`src/rtl/wb_result_arbiter_if.sv`:
```
// Writeback arbitration bundle: pipeline W-stage result, MCU handshake and register-file write side.
// WaitCount (and the CW parameter feeding it) exist only when WB_ARB_PERF_EN is defined.
interface wb_result_arbiter_if
`ifdef WB_ARB_PERF_EN
  #(parameter int CW = 3)
`endif
  ;
  logic       PipeValidW;
  logic [1:0] PipeResultSrcW;
  logic [4:0] PipeRdW;
  logic       McuValid;
  logic [4:0] McuRd;
  logic       McuReady;
  logic       StallW;
  logic [2:0] ResultSel;
  logic       RegWriteW;
  logic [4:0] RdW;
`ifdef WB_ARB_PERF_EN
  logic [CW-1:0] WaitCount;

  modport master (output PipeValidW, PipeResultSrcW, PipeRdW, McuValid, McuRd,
                  input  McuReady, StallW, ResultSel, RegWriteW, RdW, WaitCount);
  modport slave  (input  PipeValidW, PipeResultSrcW, PipeRdW, McuValid, McuRd,
                  output McuReady, StallW, ResultSel, RegWriteW, RdW, WaitCount);
`else
  modport master (output PipeValidW, PipeResultSrcW, PipeRdW, McuValid, McuRd,
                  input  McuReady, StallW, ResultSel, RegWriteW, RdW);
  modport slave  (input  PipeValidW, PipeResultSrcW, PipeRdW, McuValid, McuRd,
                  output McuReady, StallW, ResultSel, RegWriteW, RdW);
`endif
endinterface

```
`src/rtl/wb_result_arbiter.sv`:
```
// Writeback port arbiter: pipeline W result vs one multi-cycle unit, pipeline first, MCU forced after STARVE_LIMIT losses.
// Latency: McuReady/StallW combinational; ResultSel/RegWriteW/RdW registered one cycle after the grant.
// Backpressure: MCU holds McuValid until McuReady; a forced MCU grant stalls W. WB_ARB_PERF_EN adds WaitCount.
module wb_result_arbiter #(
  parameter int STARVE_LIMIT = 4,
  parameter int CW           = 3
) (
  input logic                 clk,
  input logic                 reset,
  wb_result_arbiter_if.slave  bus
);

  typedef enum logic [1:0] {ST_IDLE, ST_WAIT, ST_FORCE} state_t;

  localparam logic [CW-1:0] LIMIT = CW'(STARVE_LIMIT);

  state_t        state, state_nxt;
  logic [CW-1:0] cnt, cnt_nxt;
  logic          pipe_grant, mcu_grant, stall;

  always_comb begin
    state_nxt  = state;
    cnt_nxt    = cnt;
    pipe_grant = 1'b0;
    mcu_grant  = 1'b0;
    stall      = 1'b0;
    case (state)
      ST_IDLE: begin
        if (bus.PipeValidW) begin
          pipe_grant = 1'b1;
          if (bus.McuValid) begin
            cnt_nxt   = CW'(1);
            state_nxt = (LIMIT == CW'(1)) ? ST_FORCE : ST_WAIT;
          end
        end else if (bus.McuValid) begin
          mcu_grant = 1'b1;
        end
      end
      ST_WAIT: begin
        state_nxt = ST_IDLE;
        cnt_nxt   = '0;
        if (!bus.McuValid) begin
          // MCU withdrew its result: drop the wait, pipeline still served.
          pipe_grant = bus.PipeValidW;
        end else if (!bus.PipeValidW) begin
          mcu_grant = 1'b1;
        end else begin
          pipe_grant = 1'b1;
          if (cnt >= LIMIT - CW'(1)) begin
            cnt_nxt   = LIMIT;
            state_nxt = ST_FORCE;
          end else begin
            cnt_nxt   = cnt + CW'(1);
            state_nxt = ST_WAIT;
          end
        end
      end
      ST_FORCE: begin
        stall     = 1'b1;
        mcu_grant = bus.McuValid;
        state_nxt = ST_IDLE;
        cnt_nxt   = '0;
      end
      default: begin
        state_nxt = ST_IDLE;
        cnt_nxt   = '0;
      end
    endcase
  end

  // Gated by reset so no handshake fires while the arbiter is held in reset.
  assign bus.McuReady = mcu_grant & reset;
  assign bus.StallW   = stall & reset;

`ifdef WB_ARB_PERF_EN
  assign bus.WaitCount = cnt;
`endif

  always_ff @(posedge clk or negedge reset) begin
    if (!reset) begin
      state         <= ST_IDLE;
      cnt           <= '0;
      bus.ResultSel <= 3'b000;
      bus.RegWriteW <= 1'b0;
      bus.RdW       <= 5'd0;
    end else begin
      state <= state_nxt;
      cnt   <= cnt_nxt;
      if (pipe_grant) begin
        bus.ResultSel <= {1'b0, bus.PipeResultSrcW};
        bus.RdW       <= bus.PipeRdW;
        bus.RegWriteW <= (bus.PipeRdW != 5'd0);
      end else if (mcu_grant) begin
        bus.ResultSel <= 3'b100;
        bus.RdW       <= bus.McuRd;
        bus.RegWriteW <= (bus.McuRd != 5'd0);
      end else begin
        bus.RegWriteW <= 1'b0;
      end
    end
  end

endmodule

```
`src/flat_wrapper.sv`:
```
// flat-port wrapper written by rule: the top's interface ports become plain ports
module wb_result_arbiter_flat 
#(
  parameter int STARVE_LIMIT = 4,
  parameter int CW           = 3
)
  (clk, reset, bus_PipeValidW, bus_PipeResultSrcW, bus_PipeRdW, bus_McuValid, bus_McuRd, bus_McuReady, bus_StallW, bus_ResultSel, bus_RegWriteW, bus_RdW);
  wb_result_arbiter_if bus_i ();
  input logic clk;
  input logic reset;
  input wire logic [$bits(bus_i.PipeValidW)-1:0] bus_PipeValidW;
  input wire logic [$bits(bus_i.PipeResultSrcW)-1:0] bus_PipeResultSrcW;
  input wire logic [$bits(bus_i.PipeRdW)-1:0] bus_PipeRdW;
  input wire logic [$bits(bus_i.McuValid)-1:0] bus_McuValid;
  input wire logic [$bits(bus_i.McuRd)-1:0] bus_McuRd;
  output wire logic [$bits(bus_i.McuReady)-1:0] bus_McuReady;
  output wire logic [$bits(bus_i.StallW)-1:0] bus_StallW;
  output wire logic [$bits(bus_i.ResultSel)-1:0] bus_ResultSel;
  output wire logic [$bits(bus_i.RegWriteW)-1:0] bus_RegWriteW;
  output wire logic [$bits(bus_i.RdW)-1:0] bus_RdW;
  assign bus_i.PipeValidW = bus_PipeValidW;
  assign bus_i.PipeResultSrcW = bus_PipeResultSrcW;
  assign bus_i.PipeRdW = bus_PipeRdW;
  assign bus_i.McuValid = bus_McuValid;
  assign bus_i.McuRd = bus_McuRd;
  assign bus_McuReady = bus_i.McuReady;
  assign bus_StallW = bus_i.StallW;
  assign bus_ResultSel = bus_i.ResultSel;
  assign bus_RegWriteW = bus_i.RegWriteW;
  assign bus_RdW = bus_i.RdW;
  wb_result_arbiter #(.STARVE_LIMIT(STARVE_LIMIT), .CW(CW)) u_core (.clk(clk), .reset(reset), .bus(bus_i));
endmodule
```
`config.mk`:
```
export PLATFORM = sky130hd
export DESIGN_NAME = wb_result_arbiter_flat
export DESIGN_NICKNAME = d
export VERILOG_FILES = /design/src/rtl/wb_result_arbiter_if.sv /design/src/rtl/wb_result_arbiter.sv /design/src/flat_wrapper.sv
export SDC_FILE = /design/constraint.sdc
export NUM_CORES = 1
export LEC_CHECK = 0
export BUFFER_PORTS_ARGS = -buffer_cell sky130_fd_sc_hd__buf_4
export CAP_MARGIN = 30
export CORE_MARGIN = 2
export CORE_UTILIZATION = 46
export DETAILED_ROUTE_END_ITERATION = 8
export PLACE_DENSITY = 0.86
export SYNTH_ARGS = -nofsm -noshare
export SYNTH_HDL_FRONTEND = slang
export SYNTH_SLANG_ARGS = --single-unit
```
`constraint.sdc`:
```
create_clock -name clk -period 1.7 [get_ports clk]
set_input_delay 0.085 -clock clk [delete_from_list [all_inputs] [get_ports clk]]
set_output_delay 0.085 -clock clk [all_outputs]
set_load 0.05 [all_outputs]
```
# Word-level counts from Yosys, hierarchy flattened
# Cells that the tools add are included.
# W data, S select, Z words.
[totals]
ff_bits = 14
latch_bits = 0
ram_bits = 0
rom_bits = 0
out_inout_bits = 11
elab_cells = 45
mem_count = 0
[classes]
n_addsub = 1
mul = 0
n_div = 0
n_lt_le_gt_ge = 1
eq_ne = 4
shifts = 0
mux = 27
bitwise_logic = 2
reduce_logical = 5
[ops]
columns = ["operator", "count"]
rows = [
  ["$mux W3", 7],
  ["$mux W2", 5],
  ["$mux W5", 2],
  ["$reduce_bool A5 Y1", 2],
  ["$mux W1", 9],
  ["$pmux W3 S2", 1],
  ["$ne A2 B2 Y1 const B", 2],
  ["$pmux W2 S2", 1],
  ["$add A3 B1 Y3 const B", 1],
  ["$ge A3 B2 Y1 const B", 1],
  ["$pmux W1 S3", 1],
  ["$and A1 B1 Y1", 2],
  ["$eq A2 B1 Y1 const B", 1],
  ["$eq A2 B2 Y1 const B", 1],
  ["$logic_not A2 Y1", 1],
  ["$pmux W1 S2", 1],
  ["$reduce_and A2 Y1", 1],
  ["$reduce_bool A2 Y1", 1],
]

# Longest topological paths before layout
[depth]
ltp_word = 5
mapped_depth = 5

# Least setup slack after synthesis
# No wires, ideal clock.
[synth_timing]
path_kind = "register -> register"
startpoint = "register u_core.cnt[0]"
endpoint = "register u_core.cnt[2]"
setup_time_ns = 0.120
arrival_time_ns = 1.297
slack_ns = 0.283
stages_incl_launch_ff = 6
path_cell_list = "dfrtp_1 -> ha_1 -> ha_1 -> a211oi_1 -> a21o_1 -> a21oi_1"
[synth_between]
elab_chain_len = 5
elab_cells_between_ends = 6
classes_between = "add/sub (1); order compare (1); mux (4)"
[synth_rtl]
columns = ["element", "line_no", "rtl"]
rows = [
  ["from (decl)", "wb_result_arbiter.sv:18", "logic [CW-1:0] cnt, cnt_nxt;"],
  ["from (signal assigned)", "wb_result_arbiter.sv:88", "cnt <= cnt_nxt;"],
  ["$add A3 B1 Y3 / $ge A3 B2 Y1 (equally long branches)", "wb_result_arbiter.sv:53, wb_result_arbiter.sv:49", ""],
  ["$mux W3 *", "wb_result_arbiter.sv:49", "if (cnt >= LIMIT - CW'(1)) begin"],
  ["$mux W3 *", "wb_result_arbiter.sv:45", "end else if (!bus.PipeValidW) begin"],
  ["$mux W3 *", "wb_result_arbiter.sv:42", "if (!bus.McuValid) begin"],
  ["$pmux W3 S2 *", "wb_result_arbiter.sv:27", "case (state)"],
]
# Mark *: on every way between the ends. The rest lies on a longest branch, timed or not.
# A chain may end at the register's enable or synchronous reset.

# Final worst setup path
[layout_timing]
startpoint = "register u_core.state[1]"
endpoint = "output bus_McuReady"
[layout_between]
elab_chain_len = 3
elab_cells_between_ends = 5
classes_between = "eq/ne (2); mux (1); bitwise (1); reduce/logical (1)"
[layout_rtl]
columns = ["element", "line_no", "rtl"]
rows = [
  ["from (decl)", "wb_result_arbiter.sv:17", "state_t state, state_nxt;"],
  ["from (signal assigned)", "wb_result_arbiter.sv:87", "state <= state_nxt;"],
  ["$eq A2 B2 Y1 (tied with other cells)", "wb_result_arbiter.sv:27", ""],
  ["$pmux W1 S3 *", "wb_result_arbiter.sv:27", ""],
  ["$and A1 B1 Y1 *", "wb_result_arbiter.sv:72", "assign bus.McuReady = mcu_grant & reset;"],
  ["to (decl)", "flat_wrapper.sv:16", "output wire logic [$bits(bus_i.McuReady)-1:0] bus_McuReady;"],
]
# Marks and branches as above.

==> impl_metrics.env <==
export IMPL_vias_per_cell=5.47
export IMPL_wirelength_um=1480
export IMPL_clkTransAtPathRegs_ps=80
export IMPL_p_per_area_nw_per_um2=847
export IMPL_cts_setup_buffers=0
export IMPL_synth_area_leaders="dfrtp_1 50%, mux2i_1 7.1%, nand2_1 6.4%"
export IMPL_maxCapViolCount=0
export IMPL_cp_top_family="flip-flops"
export IMPL_die_area_um2=1860
export IMPL_synth_edf_count=0
export IMPL_layout_min_cycle_time_ps=1590
export IMPL_dieWidth_um=43.2
export IMPL_gr_total_overflow=0
export IMPL_syn_area_um2=706
export IMPL_portBuffers=26
export IMPL_yosys_warnings=0
export IMPL_final_max_slew_viol_count=0
export IMPL_holdCritPathClass="in2reg"
export IMPL_skew_ps=5.27
export IMPL_setup_violations=0
export IMPL_r2r_start="u_core.cnt[0]"
export IMPL_initial_core_util_pct=48.0
export IMPL_tritoncts="done"
export IMPL_synth_most_common_cell="dfrtp_1"
export IMPL_cts_path_max_buffers=2
export IMPL_drtAntennaViolNets=0
export IMPL_grt_pass1_wl_um=2530
export IMPL_r2r_slack_ps=230
export IMPL_rsz0062_at_grt="no"
export IMPL_ff2ff_path_depth=5
export IMPL_numCtsBuffers=3
export IMPL_cp_common_cell="buf_4"
export IMPL_syn_inst=70
export IMPL_syn_nets=88
export IMPL_max_slew_margin_pct=78.3
export IMPL_fin_setup_tns_ps=0
export IMPL_cp_end_kind="output port"
export IMPL_drcViolationCount=0
export IMPL_arrival_ps=1510
export IMPL_drive_gt1_share_pct=36.4
export IMPL_synth_commonest_cells="14 x dfrtp_1, 12 x nand2_1, 6 x o21ai_1"
export IMPL_hold_viol_final=0
export IMPL_fmax_ghz=0.629
export IMPL_cp_max_fo=10
export IMPL_grt_usage_pct=18.5
export IMPL_wire_per_inst_um=12.9
export IMPL_root_buffer="clkbuf_4"
export IMPL_synth_seq_cells=14
export IMPL_ys_types=24
export IMPL_async_reset_ff_share_pct=100
export IMPL_slowest_stage="dfrtp_1"
export IMPL_yosysTopAreaCell="dfrtp_1"
export IMPL_dp_final_hpwl_um=1150
export IMPL_grt_max_degree=17
export IMPL_h_tree_depth=1
export IMPL_critPathKind="reg2out"
export IMPL_grt_antenna_before_repair=0
export IMPL_path_cells="a21boi_2, buf_4, and3_1, buf_4"
export IMPL_final_net_count=119
export IMPL_tightest_slew_ps=326
export IMPL_p_leak_nw=0.464
export IMPL_synth_main_ff_cell="dfrtp_1"
export IMPL_ys_seq_area_share_pct=49.6
export IMPL_firstDrtPassIters=2
export IMPL_grt_pass1_vias=606
export IMPL_ios=27
export IMPL_startpoint_type="flop"
export IMPL_area_growth_pct=33.7
export IMPL_startpoint="u_core.state[1]"
export IMPL_worst_skew_pair_late_latency_ps=270
export IMPL_peakVddDrop_v=0.000500
export IMPL_r2r_end="u_core.cnt[2]"
export IMPL_cp_buffers_inverters=2
export IMPL_cp_slowest_stage_delay_ps=500
export IMPL_die_height_um=43.2
export IMPL_setup_worst_path_end="bus_McuReady"
export IMPL_fp_row_count=14
export IMPL_antenna_cells=0
export IMPL_synthDominantCellAreaShare_pct=49.6
export IMPL_required_ps=1620
export IMPL_avgSynthCellArea_um2=10.1
export IMPL_vias=629
export IMPL_drt_iter0_markers=12
export IMPL_cts_sinks=14
export IMPL_gp_congestion=0.782
export IMPL_coreArea_um2=1470
export IMPL_power_w=0.000799
export IMPL_outcome="finished clean"
export IMPL_fin_crit_sh_pct=93.6
export IMPL_path_depth=4
through the flow:
stage | setup slack [ps] | std cells | util (%) | cell area (um2) | hold WS, ps
6_report | 109 | 115 | 64.1 | 943 | 15.3
4_1_cts | 101 | 115 | 63.8 | 938 | 4.27
3_3_place_gp | 210 | 111 | 61.6 | 906 | -53.3
5_1_grt | 1.40 | 115 | 64.1 | 943 | 13.2
3_5_place_dp | 131 | 111 | 61.6 | 906 | -48.3
2_1_floorplan | 283 | 70 | - | 706 | -211
metal layers:
metal  wire length [um]  vias up  global-route usage, %
met2                729       21                   31.0
met3                 93        2                   2.55
met4                  9        0                   10.9
li1                   -      306                      -
met1                646      300                   22.1
met5                  0        -                      0
area by class of cell:
type	instances	area, um2
repair buffers	29	220
multi-input cells	52	327
inverters	1	3.75
fillers	136	528
flip-flops and latches	14	350
clock buffers	3	22.5
well taps	16	20.0
worst min-delay path: stages:
cell,delay (ps)
buf_4,80
nand2_1,30
o21ai_0,60
cells by family (layout without fill, tap and decap cells):
logic type,count (synthesis),after routing,synth area share (%)
mux,5,5,7.09
fa+ha+maj,2,2,3.55
flops,14,14,49.6
compound gates,18,18,16.5
buf+inv,4,33,4.79
simple gates,27,27,18.4
state kept, by name, indices dropped and copies added, names as in the netlist:
signal / count
u_core.bus.ResultSel: 3
u_core.cnt: 3
u_core.state: 2
u_core.bus.RdW: 5
u_core.bus.RegWriteW: 1
worst min path at each step:
stage                               start                       to  slack [ps]  depth (start not counted)
floorplan                           reset        u_core.bus.RdW[0]        -210                          0
global placement                    reset          u_core.state[1]         -50                          1
detailed placement                  reset          u_core.state[1]         -50                          1
CTS                 bus_PipeResultSrcW[1]  u_core.bus.ResultSel[1]           4                          3
global route        bus_PipeResultSrcW[1]  u_core.bus.ResultSel[1]          10                          3
finish              bus_PipeResultSrcW[1]  u_core.bus.ResultSel[1]          20                          3
power by group:
group          leakage, nW  internal, W  switching, W
Combinational        0.275    0.0000899      0.000139
Clock               0.0138    0.0000819     0.0000990
Sequential           0.175     0.000363     0.0000260
Total                0.464     0.000535      0.000264
cell usage in the layout (no fill, tap or decap), types with 3 or more instances in the layout:
cell,synthesis,layout
buf_4,1,28
a21oi_1,3,3
mux2i_1,5,5
nor3_1,3,3
dfrtp_1,14,14
nor2_1,4,4
nand2_1,12,12
clkbuf_4,0,3
o21ai_1,6,6
what timing repair did:
action / in CTS / in global routing
resized for setup: 0 / 1
endpoints found under the setup margin: 0 / 1
hold buffers: 1 / 0
hold endpoints to repair: 14 / 0
No activity file was read; power rests on OpenSTA's default activity.
